`src/rtl/rojobot_wb_poller_if.sv`:
```
// Wishbone classic bus between the rojobot poller (master) and the rojobot
// register block (slave).
interface rojobot_wb_poller_if;
  logic [31:0] wb_adr_o;
  logic [31:0] wb_dat_o;
  logic [3:0]  wb_sel_o;
  logic        wb_we_o;
  logic        wb_cyc_o;
  logic        wb_stb_o;
  logic [2:0]  wb_cti_o;
  logic [1:0]  wb_bte_o;
  logic [31:0] wb_dat_i;
  logic        wb_ack_i;
  logic        wb_err_i;
  logic        wb_rtry_i;

  modport master (
    output wb_adr_o, wb_dat_o, wb_sel_o, wb_we_o, wb_cyc_o, wb_stb_o, wb_cti_o, wb_bte_o,
    input  wb_dat_i, wb_ack_i, wb_err_i, wb_rtry_i
  );

  modport slave (
    input  wb_adr_o, wb_dat_o, wb_sel_o, wb_we_o, wb_cyc_o, wb_stb_o, wb_cti_o, wb_bte_o,
    output wb_dat_i, wb_ack_i, wb_err_i, wb_rtry_i
  );
endinterface

```
`src/rtl/rojobot_wb_poller.sv`:
```
// CPU-less Wishbone initiator: polls UPDATE_SYNC, fetches BOT_INFO, pushes a
// changed motor command and pulses INT_ACK on every rojobot update.
module rojobot_wb_poller #(
  parameter logic [31:0] BASE_ADDR     = 32'h0000_0000,
  parameter int unsigned POLL_INTERVAL = 16,
  parameter int unsigned ACK_TIMEOUT   = 255
) (
  input  logic        clk,
  input  logic        reset,
  input  logic        enable,
  input  logic [7:0]  mot_cmd,
  input  logic        clear_err,
  output logic [31:0] bot_info,
  output logic        info_valid,
  output logic        busy,
  output logic        bus_err,
  rojobot_wb_poller_if.master wb
);

  typedef enum logic [2:0] {
    IDLE, WAIT, RD_SYNC, RD_INFO, WR_CTRL, WR_ACK1, WR_ACK0, GAP
  } state_t;

  localparam logic [15:0] WAIT_LOAD = 16'(POLL_INTERVAL - 1);
  localparam logic [15:0] TMO_LIMIT = 16'(ACK_TIMEOUT);

  state_t      state, state_d;
  state_t      ret, ret_d;
  logic [15:0] cnt, cnt_d;
  logic        cyc, cyc_d;
  logic        we, we_d;
  logic [31:0] adr, adr_d;
  logic [31:0] dat, dat_d;
  logic [31:0] bot_info_d;
  logic        info_valid_d;
  logic        busy_d;
  logic        bus_err_d;
  logic [7:0]  last_sent, last_sent_d;
  logic        sent_valid, sent_valid_d;
  logic [7:0]  cmd_q, cmd_d;

  logic        launch;
  logic        err_set;
  logic        failed;
  logic        done;
  state_t      idle_or_wait;

  always_ff @(posedge clk or posedge reset) begin
    if (reset) begin
      state      <= IDLE;
      ret        <= IDLE;
      cnt        <= '0;
      cyc        <= 1'b0;
      we         <= 1'b0;
      adr        <= '0;
      dat        <= '0;
      bot_info   <= '0;
      info_valid <= 1'b0;
      busy       <= 1'b0;
      bus_err    <= 1'b0;
      last_sent  <= '0;
      sent_valid <= 1'b0;
      cmd_q      <= '0;
    end else begin
      state      <= state_d;
      ret        <= ret_d;
      cnt        <= cnt_d;
      cyc        <= cyc_d;
      we         <= we_d;
      adr        <= adr_d;
      dat        <= dat_d;
      bot_info   <= bot_info_d;
      info_valid <= info_valid_d;
      busy       <= busy_d;
      bus_err    <= bus_err_d;
      last_sent  <= last_sent_d;
      sent_valid <= sent_valid_d;
      cmd_q      <= cmd_d;
    end
  end

  always_comb begin
    state_d      = state;
    ret_d        = ret;
    cnt_d        = cnt;
    cyc_d        = cyc;
    we_d         = we;
    adr_d        = adr;
    dat_d        = dat;
    bot_info_d   = bot_info;
    info_valid_d = 1'b0;
    last_sent_d  = last_sent;
    sent_valid_d = sent_valid;
    cmd_d        = cmd_q;
    launch       = 1'b0;
    err_set      = 1'b0;
    idle_or_wait = enable ? WAIT : IDLE;
    // an ack arriving in the timeout cycle still counts as success; err/rtry always win
    failed = wb.wb_err_i | wb.wb_rtry_i | (!wb.wb_ack_i && (cnt >= TMO_LIMIT));
    done   = failed | wb.wb_ack_i;

    case (state)
      IDLE: begin
        if (enable) begin
          state_d = WAIT;
          cnt_d   = WAIT_LOAD;
        end
      end
      WAIT: begin
        if (cnt == '0) begin
          state_d = RD_SYNC;
          launch  = 1'b1;
        end else begin
          cnt_d = cnt - 16'd1;
        end
      end
      // GAP gives the mandatory idle bus cycle before the next transaction
      GAP: begin
        state_d = ret;
        if (ret == WAIT)      cnt_d  = WAIT_LOAD;
        else if (ret != IDLE) launch = 1'b1;
      end
      default: begin
        if (done) begin
          cyc_d   = 1'b0;
          we_d    = 1'b0;
          cnt_d   = '0;
          state_d = GAP;
          if (failed) begin
            err_set = 1'b1;
            ret_d   = (state inside {RD_INFO, WR_CTRL, WR_ACK1}) ? WR_ACK0 : idle_or_wait;
          end else begin
            case (state)
              RD_SYNC: ret_d = wb.wb_dat_i[0] ? RD_INFO : idle_or_wait;
              RD_INFO: begin
                bot_info_d   = wb.wb_dat_i;
                info_valid_d = 1'b1;
                cmd_d        = mot_cmd;
                ret_d        = (mot_cmd != last_sent || !sent_valid) ? WR_CTRL : WR_ACK1;
              end
              WR_CTRL: begin
                last_sent_d  = cmd_q;
                sent_valid_d = 1'b1;
                ret_d        = WR_ACK1;
              end
              WR_ACK1: ret_d = WR_ACK0;
              WR_ACK0: ret_d = idle_or_wait;
              default: ret_d = idle_or_wait;
            endcase
          end
        end else if (cnt != '1) begin
          cnt_d = cnt + 16'd1;
        end
      end
    endcase

    if (launch) begin
      cyc_d = 1'b1;
      cnt_d = 16'd1;
      case (state_d)
        RD_SYNC: begin adr_d = BASE_ADDR + 32'h14; we_d = 1'b0; dat_d = '0;              end
        RD_INFO: begin adr_d = BASE_ADDR + 32'h0C; we_d = 1'b0; dat_d = '0;              end
        WR_CTRL: begin adr_d = BASE_ADDR + 32'h10; we_d = 1'b1; dat_d = {24'h0, cmd_d}; end
        WR_ACK1: begin adr_d = BASE_ADDR + 32'h18; we_d = 1'b1; dat_d = 32'h1;          end
        WR_ACK0: begin adr_d = BASE_ADDR + 32'h18; we_d = 1'b1; dat_d = 32'h0;          end
        default: begin cyc_d = 1'b0;                                                    end
      endcase
    end

    busy_d    = !(state_d inside {IDLE, WAIT});
    bus_err_d = err_set ? 1'b1 : (clear_err ? 1'b0 : bus_err);
  end

  assign wb.wb_adr_o = adr;
  assign wb.wb_dat_o = dat;
  assign wb.wb_sel_o = 4'b0001;
  assign wb.wb_we_o  = we;
  assign wb.wb_cyc_o = cyc;
  assign wb.wb_stb_o = cyc;
  assign wb.wb_cti_o = 3'b000;
  assign wb.wb_bte_o = 2'b00;

endmodule

```
`src/flat_wrapper.sv`:
```
// flat-port wrapper written by rule: the top's interface ports become plain ports
module rojobot_wb_poller_flat 
#(
  parameter logic [31:0] BASE_ADDR     = 32'h0000_0000,
  parameter int unsigned POLL_INTERVAL = 16,
  parameter int unsigned ACK_TIMEOUT   = 255
)
  (clk, reset, enable, mot_cmd, clear_err, bot_info, info_valid, busy, bus_err, wb_wb_adr_o, wb_wb_dat_o, wb_wb_sel_o, wb_wb_we_o, wb_wb_cyc_o, wb_wb_stb_o, wb_wb_cti_o, wb_wb_bte_o, wb_wb_dat_i, wb_wb_ack_i, wb_wb_err_i, wb_wb_rtry_i);
  rojobot_wb_poller_if wb_i ();
  input  logic clk;
  input  logic reset;
  input  logic enable;
  input  logic [7:0] mot_cmd;
  input  logic clear_err;
  output logic [31:0] bot_info;
  output logic info_valid;
  output logic busy;
  output logic bus_err;
  output wire logic [$bits(wb_i.wb_adr_o)-1:0] wb_wb_adr_o;
  output wire logic [$bits(wb_i.wb_dat_o)-1:0] wb_wb_dat_o;
  output wire logic [$bits(wb_i.wb_sel_o)-1:0] wb_wb_sel_o;
  output wire logic [$bits(wb_i.wb_we_o)-1:0] wb_wb_we_o;
  output wire logic [$bits(wb_i.wb_cyc_o)-1:0] wb_wb_cyc_o;
  output wire logic [$bits(wb_i.wb_stb_o)-1:0] wb_wb_stb_o;
  output wire logic [$bits(wb_i.wb_cti_o)-1:0] wb_wb_cti_o;
  output wire logic [$bits(wb_i.wb_bte_o)-1:0] wb_wb_bte_o;
  input wire logic [$bits(wb_i.wb_dat_i)-1:0] wb_wb_dat_i;
  input wire logic [$bits(wb_i.wb_ack_i)-1:0] wb_wb_ack_i;
  input wire logic [$bits(wb_i.wb_err_i)-1:0] wb_wb_err_i;
  input wire logic [$bits(wb_i.wb_rtry_i)-1:0] wb_wb_rtry_i;
  assign wb_wb_adr_o = wb_i.wb_adr_o;
  assign wb_wb_dat_o = wb_i.wb_dat_o;
  assign wb_wb_sel_o = wb_i.wb_sel_o;
  assign wb_wb_we_o = wb_i.wb_we_o;
  assign wb_wb_cyc_o = wb_i.wb_cyc_o;
  assign wb_wb_stb_o = wb_i.wb_stb_o;
  assign wb_wb_cti_o = wb_i.wb_cti_o;
  assign wb_wb_bte_o = wb_i.wb_bte_o;
  assign wb_i.wb_dat_i = wb_wb_dat_i;
  assign wb_i.wb_ack_i = wb_wb_ack_i;
  assign wb_i.wb_err_i = wb_wb_err_i;
  assign wb_i.wb_rtry_i = wb_wb_rtry_i;
  rojobot_wb_poller #(.BASE_ADDR(BASE_ADDR), .POLL_INTERVAL(POLL_INTERVAL), .ACK_TIMEOUT(ACK_TIMEOUT)) u_core (.clk(clk), .reset(reset), .enable(enable), .mot_cmd(mot_cmd), .clear_err(clear_err), .bot_info(bot_info), .info_valid(info_valid), .busy(busy), .bus_err(bus_err), .wb(wb_i));
endmodule
```
`config.mk`:
```
export PLATFORM = sky130hd
export DESIGN_NAME = rojobot_wb_poller_flat
export DESIGN_NICKNAME = d
export VERILOG_FILES = /design/src/rtl/rojobot_wb_poller_if.sv /design/src/rtl/rojobot_wb_poller.sv /design/src/flat_wrapper.sv
export SDC_FILE = /design/constraint.sdc
export NUM_CORES = 1
export LEC_CHECK = 0
export BUFFER_PORTS_ARGS = -buffer_cell sky130_fd_sc_hd__buf_2
export CORE_MARGIN = 2
export CORE_UTILIZATION = 35
export CTS_BUF_LIST = sky130_fd_sc_hd__clkbuf_2
export DETAILED_ROUTE_END_ITERATION = 8
export MAX_ROUTING_LAYER = met4
export SLEW_MARGIN = 20
export SYNTH_ARGS = -nofsm -noshare
export SYNTH_HDL_FRONTEND = slang
export SYNTH_SLANG_ARGS = --single-unit
```
`constraint.sdc`:
```
create_clock -name clk -period 4.3 [get_ports clk]
set_input_delay 1.29 -clock clk [delete_from_list [all_inputs] [get_ports clk]]
set_output_delay 1.29 -clock clk [all_outputs]
set_load 0.05 [all_outputs]
```
==> results of run 1 <==
==> worst max-delay path, delay by kind of cell, from the launching register on <==
| kind | cells | cell delay [ps] |
|---|---|---|
| AO/OA/AOI/OAI | 3 | 1300 |
| flip-flops | 1 | 510 |
| AND/OR/NAND/NOR | 3 | 830 |
==> cells by family (layout without fill, tap and decap cells) <==
logic type               after synthesis  in the layout  share of synthesized area, %
AND/OR/NAND/NOR                      200            200                          18.6
buffers and inverters                101            133                          13.4
AO/OA/AOI/OAI                         98             98                          14.8
flip-flops                            87             87                          46.1
multiplexers                          17             17                          4.05
XOR/XNOR                               9              9                          1.67
adder cells (fa/ha/maj)                5              5                          1.32
other                                  2             62                         0.159
==> state kept, by name, indices dropped and copies added, names as in the netlist, 3 cells and up <==
signal              flops
u_core.wb.wb_dat_o      8
u_core.cmd_q            8
u_core.bot_info        32
u_core.cnt             16
u_core.wb.wb_adr_o      3
u_core.state            3
u_core.ret              3
u_core.last_sent        8
==> synthesized netlist by cell type, types with 3 or more instances <==
cell and count:
xnor2_1 8, o21ai_0 26, o211ai_1 3, nand4_1 4, and3_1 5, and2_1 4
dfrtp_1 87, o22ai_1 3, a21oi_1 22, nand2_1 124, a22oi_1 3, buf_2 6
a32o_1 3, nor4_1 4, ha_1 5, inv_1 18, clkbuf_1 13, nor2_1 25
a22o_2 7, nand3_1 10, nor3_1 8, o21a_1 4, buf_4 63, a22o_1 3
nor3b_1 3, mux2_2 17
==> final timing paths <==
path,slack (ps),from,end
setup / recovery,1600,u_core.cnt[8],u_core.cnt[2]
hold / removal,500,u_core.bot_info[11],u_core.bot_info[11]
setup reg to reg,1600,u_core.cnt[8],u_core.cnt[2]
hold reg to reg,500,u_core.bot_info[11],u_core.bot_info[11]
max in group asynchronous,2640,reset,u_core.bus_err
min in group asynchronous,790,reset,u_core.wb.wb_dat_o[0]
==> per-layer routing <==
| metal | part of all wire (%) | vias to the layer above |
|---|---|---|
| met4 | 1.7 | 0 |
| met3 | 7.9 | 15 |
| met2 | 46 | 151 |
| met5 | 0 | - |
| li1 | - | 1811 |
| met1 | 44 | 1792 |
==> metrics by stage <==
step	cells	setup WS, ps	instance area [µm²]	total power, mW
floorplan	579	760	4950	3.09
global placement	771	1110	5110	3.50
detailed placement	771	1070	5110	3.54
CTS	787	1630	5230	3.98
global route	787	1400	5230	4.25
finish	787	1600	5230	3.94
==> area by class of cell <==
| class | count | area [µm²] | area share (%) |
|---|---|---|---|
| timing repair buffer | 99 | 505 | 9.67 |
| multi-input combinational | 391 | 2140 | 41.0 |
| tap | 176 | 220 | 4.21 |
| sequential | 87 | 2180 | 41.6 |
| clock inverter | 5 | 58.8 | 1.12 |
| clock buffer | 11 | 55.1 | 1.05 |
| inverter | 18 | 70.1 | 1.34 |
==> power groups by stage <==
stage,clock [mW],sequential (mW),combinational [mW]
global placement,0,1.35,2.16
floorplan,0,1.85,1.23
CTS,0.447,1.34,2.19
global route,0.481,1.39,2.38
finish,0.425,1.34,2.18
detailed placement,0,1.35,2.19
==> out/metrics.cfg, run 1 <==
[min_path]
worstHoldPathType=reg -> reg
min_path_cells=2

[yosys]
synth_top_area_cell=dfrtp_1
synth_area_leaders=dfrtp_1 46%, buf_4 10%, nand2_1 9.9%
synth_cells=519
synth_edf_count=0
avgSynthCellArea_um2=9.10
async_flop_share_pct=100
synthFlopType=dfrtp_1
ys_warn_count=0
yosysSeqAreaShare_pct=46.1
synth.distinct_cells=57
syn_area_um2=4720
synth_top_area_share_pct=46.1
yosys_register_bits=87

[clock_tree]
cts_tree=built
numCtsBuffers=9
cts_sinks=87
cts.clk_slew.worst_paths_ps=240
cts_resized=0
clock_path_buffers=2
root_buffer=clkbuf_2
insertion_delay_ps=580
postCtsSetupRepairBufs=0
htreeDepth=3
hold_buffers=0

[timing]
worst_slew_pin_slew_ps=964
period_needed_ps=2700
finalSetupTns_ps=0
fin_crit_sh_pct=62.7
rsz0062_at_grt=false
slew_violations=0
worst_slew_margin_rel_pct=35.5
finalHoldViolations=0
setup_violations=0
hold_slack_ps=500
clock.fmax_mhz=371
fin_skew_ps=32.5

[grt]
grt_pass1_wl_um=18000
antenna_found_initial=0
overflow=0
gr-usage-met3_pct=4.10
grt_usage_pct=16.0
top_usage_layer=met2
grt_max_degree=61
grtUsageMet1_pct=19.9
grt_pass1_vias=3727
use_met2_pct=25.1

[detailed_routing]
vias=3769
wire_per_inst_um=13.7
via_per_inst=4.79
route.detailed.drc=0
dr.pass1.iters=4
antenna_left=0
wl_um=10800
drt_iter0_drc=187

[finish]
layout_commonest_cell=nand2_1
layout.nets=658
final_util_pct=39.6
final_cell_mix=124 x nand2_1, 95 x buf_2, 87 x dfrtp_1, 62 x conb_1, 26 x o21ai_0
area_growth_pct=10.7
drive_gt1_share_pct=24.9
fillCellCount=1365
antennaDiodeCount=0

[critical_path]
critPathRequiredTime_ps=4830
cpPeakStageDelay_ps=690
end_kind=flip-flop
reg2regPathDepth=6
path_class=reg -> reg
worstPathMaxFanout=8
crit_chain=or4_4, a311oi_4, nand2_4, a211oi_1, o21ai_0, nand2_1
startpoint_type=flip-flop
cpMaxStageDelayCell=a211oi_1
arrival_ps=3230

[floorplanning]
core_area_um2=13200
die_h_um=120
die_area_um2=14400
start_util_pct=35.8
die_w_um=120
row_count=42
pin_count=158

[placed_design]
hpwlAfterDp_um=7880
place_congestion=0.835
portBuffers=95

[power]
p_comb_share_pct=55.3
switching_share_pct=52.9
clock_power_share_pct=10.8
switchingPower_mw=2.09
p_leak_nw=2.75
powerDensity_nw_per_um2=755
power_frac_seq_pct=34.0
ir_drop_uv=392
cellInternalPower_mw=1.86

[job]
cap_viol_max_count=0

[outcome]
status=finished clean

Note: power is estimated with default switching activity, not from simulation.
==> inputs of run 2 (changes only) <==
clock period = 2.6 ns   (was 4.3 ns; I/O delays follow)
==> run 2 against run 1 <==
Effect of this change: worst hold slack worse by 270 ps; die area unchanged; clock skew down 8.7 ps; setup slack worse by 1500 ps; combinational power up 72%; clock-buffer cell count unchanged; sequential cell count unchanged; cell count up 1.0%; critical path depth up 1; largest power group unchanged; critical path type unchanged; sequential share of layout area down 0.76 points; wire length up 0.89%; highest routed layer unchanged.
==> out/metrics.cfg, run 2 (synthesized netlist as in run 1, its figures left out) <==
[critical_path]
worstPathMaxFanout=8
crit_chain=ha_1, and3_1, a311oi_4, nand2_4, o2111ai_2, o21ai_2, a22o_2
critPathRequiredTime_ps=3110
crit_family=compound AO/OA/AOI/OAI gates
cpMaxStageDelayCell=dfrtp_1
worst-path-buf-inv=0
startpoint_type=flip-flop
cpPeakStageDelay_ps=530
arrival_ps=2980
path_class=reg -> reg
end_kind=flip-flop

[placed_design]
place_congestion=0.851
place_inst=779
place_ws_ps=44.7
portBuffers=95
hpwlAfterDp_um=8090

[power]
clock_power_share_pct=9.3
powerDensity_nw_per_um2=1240
power_frac_seq_pct=33.8
cellInternalPower_mw=3.08
p_total_mw=6.58
p_comb_share_pct=56.9
p_leak_nw=2.79
ir_drop_uv=712
switching_share_pct=53.2
switchingPower_mw=3.50

[detailed_routing]
route.detailed.drc=0
antenna_left=0
drt_iter0_drc=282
vias=3813
wire_per_inst_um=13.7
wl_um=10900
dr.pass1.iters=5
via_per_inst=4.80

[floorplanning]
core_area_um2=13200
die_h_um=120
die_w_um=120
pin_count=158
die_area_um2=14400
row_count=42
start_util_pct=35.8

[finish]
final_cell_mix=124 x nand2_1, 95 x buf_2, 87 x dfrtp_1, 62 x conb_1, 25 x o21ai_0
largest_reg_flops=32
drive_gt1_share_pct=26.2
reg_top3=u_core.bot_info x32, u_core.cnt x16
final_cells=795
final_util_pct=40.4
layout.nets=666
antennaDiodeCount=0
layout_commonest_cell=nand2_1
area_growth_pct=12.7
fillCellCount=1351
top_register=u_core.bot_info

[grt]
grt_usage_pct=15.7
grt_pass1_wl_um=17500
use_met2_pct=23.7
top_usage_layer=met2
grt_pass1_vias=3559
grt_max_degree=33
gr-usage-met3_pct=3.44
grtUsageMet1_pct=20.6
overflow=0
antenna_found_initial=0

[timing]
setup_violations=0
fin_crit_sh_pct=94.9
clock.fmax_mhz=405
finalSetupTns_ps=0
fin_ws_ps=132
slew_violations=0
rsz0062_at_grt=false
finalHoldViolations=0
fin_skew_ps=23.8
worst_slew_margin_rel_pct=55.9
period_needed_ps=2470
worst_slew_pin_slew_ps=660

[clock_tree]
numCtsBuffers=9
cts_sinks=87
root_buffer=clkbuf_2
cts_tree=built
hold_buffers=0
insertion_delay_ps=600
clock_path_buffers=2
cts.clk_slew.worst_paths_ps=240
htreeDepth=3

[outcome]
status=finished clean

[min_path]
worstHoldPathType=in -> async

[job]
cap_viol_max_count=0

## run 2: cell types whose count changed in the layout (fill, tap and decap cells not counted), sizes merged
cell	delta
bufinv	-1
buf	+8
clkinvlp	+1
## run 2: per-stage QoR
| step | hold WS (ps) | cell area [µm²] |
|---|---|---|
| final | 234 | 5330 |
| after global routing | 228 | 5330 |
| after CTS | 202 | 5310 |
| after detailed placement | 439 | 5230 |
| after global placement | 433 | 5230 |
| after floorplan | 414 | 4950 |
## run 2: per-layer routing
metal  up-vias  wire, µm
met5         -         0
met4         0       168
met3        13       699
met2       153      5070
met1      1819      4930
li1       1828         -
## run 2: area by class of cell
class / count / area, µm² / share of cell area [%]
sequential: 87 / 2180 / 40.9
timing repair buffer: 107 / 616 / 11.6
inverter: 18 / 71.3 / 1.34
multi-input combinational: 391 / 2150 / 40.4
tap: 176 / 220 / 4.14
clock buffer: 11 / 55.1 / 1.03
clock inverter: 5 / 33.8 / 0.634
## run 2: timing repair
| item | CTS | global route |
|---|---|---|
| setup buffers | 0 | 0 |
| setup endpoints to repair | 0 | 20 |
| gates resized for setup | 0 | 4 |
## run 2: path summary, 6_finish.rpt
| kind | from | to | slack [ps] | cells after the start |
|---|---|---|---|---|
| min in group clk | wb_wb_dat_i[29] | u_core.bot_info[29] | 350 | 3 |
| worst min-delay path | reset | u_core.bot_info[0] | 230 | 2 |
| max in group asynchronous | reset | u_core.cnt[5] | 1790 | 3 |
| worst max-delay path | u_core.cnt[0] | u_core.wb.wb_dat_o[7] | 130 | 7 |
| worst min register to register | u_core.sent_valid | u_core.sent_valid | 480 | 2 |
| worst max register to register | u_core.cnt[0] | u_core.wb.wb_dat_o[7] | 130 | 7 |
## run 2: power by group through the flow
stage	Combinational, mW	Sequential (mW)	Clock (mW)
finish	3.75	2.22	0.611
CTS	3.73	2.22	0.644
detailed placement	3.74	2.23	0
global placement	3.67	2.22	0
global route	4.06	2.29	0.697
floorplan	2.04	3.07	0
==> inputs of run 3 (changes only) <==
ABC_AREA = 1   (was unset)
==> run 3 against run 2 <==
Effect of this change: area after synthesis is 4.2% higher; global-route usage down 0.64 points; power increased by 5.3%; worst hold slack gained 41 ps; non-clock buffer count shrank 7; utilization fell by 0.88 points; first-iteration DRC count down 14%; synthesized cell count is 17% higher; sequential power about the same; register-to-register slack better by 270 ps; clock power up 24%; critical endpoint is now u_core.cnt[0].
==> out/metrics.cfg, run 3 <==
[critical_path]
rrSetupSlack_ps=400
critPathRequiredTime_ps=3130
reg2regPathDepth=11
cp-endpoint=u_core.cnt[0]
arrival_ps=2720
rr_endpoint=u_core.cnt[0]
startpoint_type=flip-flop
end_kind=flip-flop
regToRegStartpoint=u_core.cnt[4]
crit_start=u_core.cnt[4]
worstPathMaxFanout=15
cpMaxStageDelayCell=dfrtp_1
crit_chain=nor2_2, nand2_1, nor2_1, nand3_1, nand2_1, inv_2, nand2_2, inv_2, nand2_2, nor2_1, a21oi_1
path_class=reg -> reg
cpPeakStageDelay_ps=520

[clock_tree]
insertion_delay_ps=600
clock_path_buffers=2
cts.clk_slew.worst_paths_ps=270
postCtsSetupRepairBufs=0
cts_tree=built
cts_resized=0
root_buffer=clkbuf_2
hold_buffers=0
cts_sinks=87
htreeDepth=3
numCtsBuffers=9

[min_path]
worstHoldPathType=in -> async

[timing]
setup_violations=0
finalHoldViolations=0
finalSetupTns_ps=0
fin_skew_ps=30.0
hold_slack_ps=275
clock.fmax_mhz=455
period_needed_ps=2200
rsz0062_at_grt=false
slew_violations=0
fin_crit_sh_pct=84.5

[yosys]
synth.area.mux_share_pct=0.915
ys_warn_count=0
synth-simple-area-share_pct=28.0
synthFlopType=dfrtp_1
synth_cells=606
yosys_register_bits=87
synth_top_family_by_area=simple AND/OR/NAND/NOR gates
synth_compound_gate_area_share_pct=7.65
synth.distinct_cells=37
syn_area_um2=4920
yosysSeqAreaShare_pct=44.2
synth_most_common_cell=nand2_1
synthXorXnorAreaFrac_pct=2.13
synth_top_area_share_pct=44.2
synthTopCellsByCount=195 x nand2_1, 87 x dfrtp_1, 65 x buf_4
synth_top_area_cell=dfrtp_1
synth_edf_count=0
avgSynthCellArea_um2=8.12
synthAdderAreaFrac_pct=1.27
synth_area_leaders=dfrtp_1 44%, nand2_1 15%, buf_4 9.9%
async_flop_share_pct=100

[finish]
fillCellCount=1465
largest_reg_flops=32
final_cell_mix=195 x nand2_1, 95 x buf_2, 87 x dfrtp_1, 62 x conb_1, 39 x inv_1
layout_commonest_cell=nand2_1
reg_top3=u_core.bot_info x32, u_core.cnt x16
antennaDiodeCount=0
top_register=u_core.bot_info
layout.nets=750
area_growth_pct=10.9
drive_gt1_share_pct=23.0
postLayoutCellArea_um2=5460

[floorplanning]
pin_count=158
core_area_um2=13800
die_w_um=123
row_count=43
start_util_pct=35.6
die_h_um=123
die_area_um2=15000

[detailed_routing]
wire_per_inst_um=12.1
drt_iter0_drc=243
antenna_left=0
vias=3840
via_per_inst=4.35
dr.pass1.iters=4
wl_um=10700
route.detailed.drc=0

[power]
clock_power_share_pct=10.9
p_leak_nw=3.04
power_frac_seq_pct=31.6
switching_share_pct=55.2
powerDensity_nw_per_um2=1270
switchingPower_mw=3.82
ir_drop_uv=482
p_comb_share_pct=57.5
cellInternalPower_mw=3.11
p_total_mw=6.93

[grt]
grt_pass1_wl_um=17200
grt_max_degree=88
gr-usage-met3_pct=3.11
grtUsageMet1_pct=20.6
use_met2_pct=22.4
grt_pass1_vias=3412
antenna_found_initial=0
grt_usage_pct=15.1
overflow=0
top_usage_layer=met2

[placed_design]
placed_cell_area_um2=5340
portBuffers=95
hpwlAfterDp_um=7700
place_congestion=0.820

[job]
cap_viol_max_count=0

[outcome]
status=finished clean

[run 3: stage by stage]
stage | utilization [%] | instances | worst slack (ps)
6_report | 39.5 | 883 | 402
5_1_grt | 39.5 | 883 | 170
4_1_cts | 39.5 | 883 | 394
3_5_place_dp | 38.6 | 867 | 373
3_3_place_gp | 38.6 | 867 | 412
2_1_floorplan | - | 666 | 728
[run 3: how the worst min path moves through the flow]
stage	endpoint	slack [ps]	cells after the start
2_1_floorplan	u_core.sent_valid	430	2
3_3_place_gp	u_core.sent_valid	450	2
3_5_place_dp	u_core.sent_valid	460	2
5_1_grt	u_core.bot_info[16]	250	3
6_report	u_core.bot_info[16]	280	3
4_1_cts	u_core.bot_info[5]	260	3
[run 3: layout make-up]
class | instances | area (µm²) | share of cell area, %
Clock buffer | 9 | 45.0 | 0.825
Inverter | 50 | 196 | 3.60
Tap cell | 180 | 225 | 4.12
Multi-Input combinational cell | 450 | 2200 | 40.3
Sequential cell | 87 | 2180 | 39.9
Timing Repair Buffer | 100 | 538 | 9.85
Clock inverter | 7 | 80.1 | 1.47
[run 3: worst max-delay path, delay by kind of cell (launching register included)]
kind | cells | cell delay, ps
simple gates | 8 | 1250
buf+inv | 2 | 230
flops | 1 | 520
compound gates | 1 | 120
[run 3: power by group through the flow]
| stage | registers (mW) | clock network [mW] | logic, mW |
|---|---|---|---|
| finish | 2.19 | 0.759 | 3.98 |
| global route | 2.26 | 0.840 | 4.36 |
| CTS | 2.19 | 0.788 | 4.01 |
| detailed placement | 2.22 | 0 | 4.00 |
| global placement | 2.22 | 0 | 3.98 |
| floorplan | 3.20 | 0 | 2.28 |
[run 3: cell families (layout without fill, tap and decap cells)]
logic type | after synthesis | count (layout)
AO/OA/AOI/OAI | 67 | 67
XOR/XNOR | 12 | 12
adder cells (fa/ha/maj) | 5 | 5
buffers and inverters | 129 | 166
flip-flops | 87 | 87
multiplexers | 4 | 4
other | 2 | 62
AND/OR/NAND/NOR | 300 | 300
[run 3: metal layers]
layer  vias up  share of wire (%)
met3        16                4.7
met2        97                 46
met1      1743                 47
met4         0                1.5
met5         -                  0
li1       1984                  -
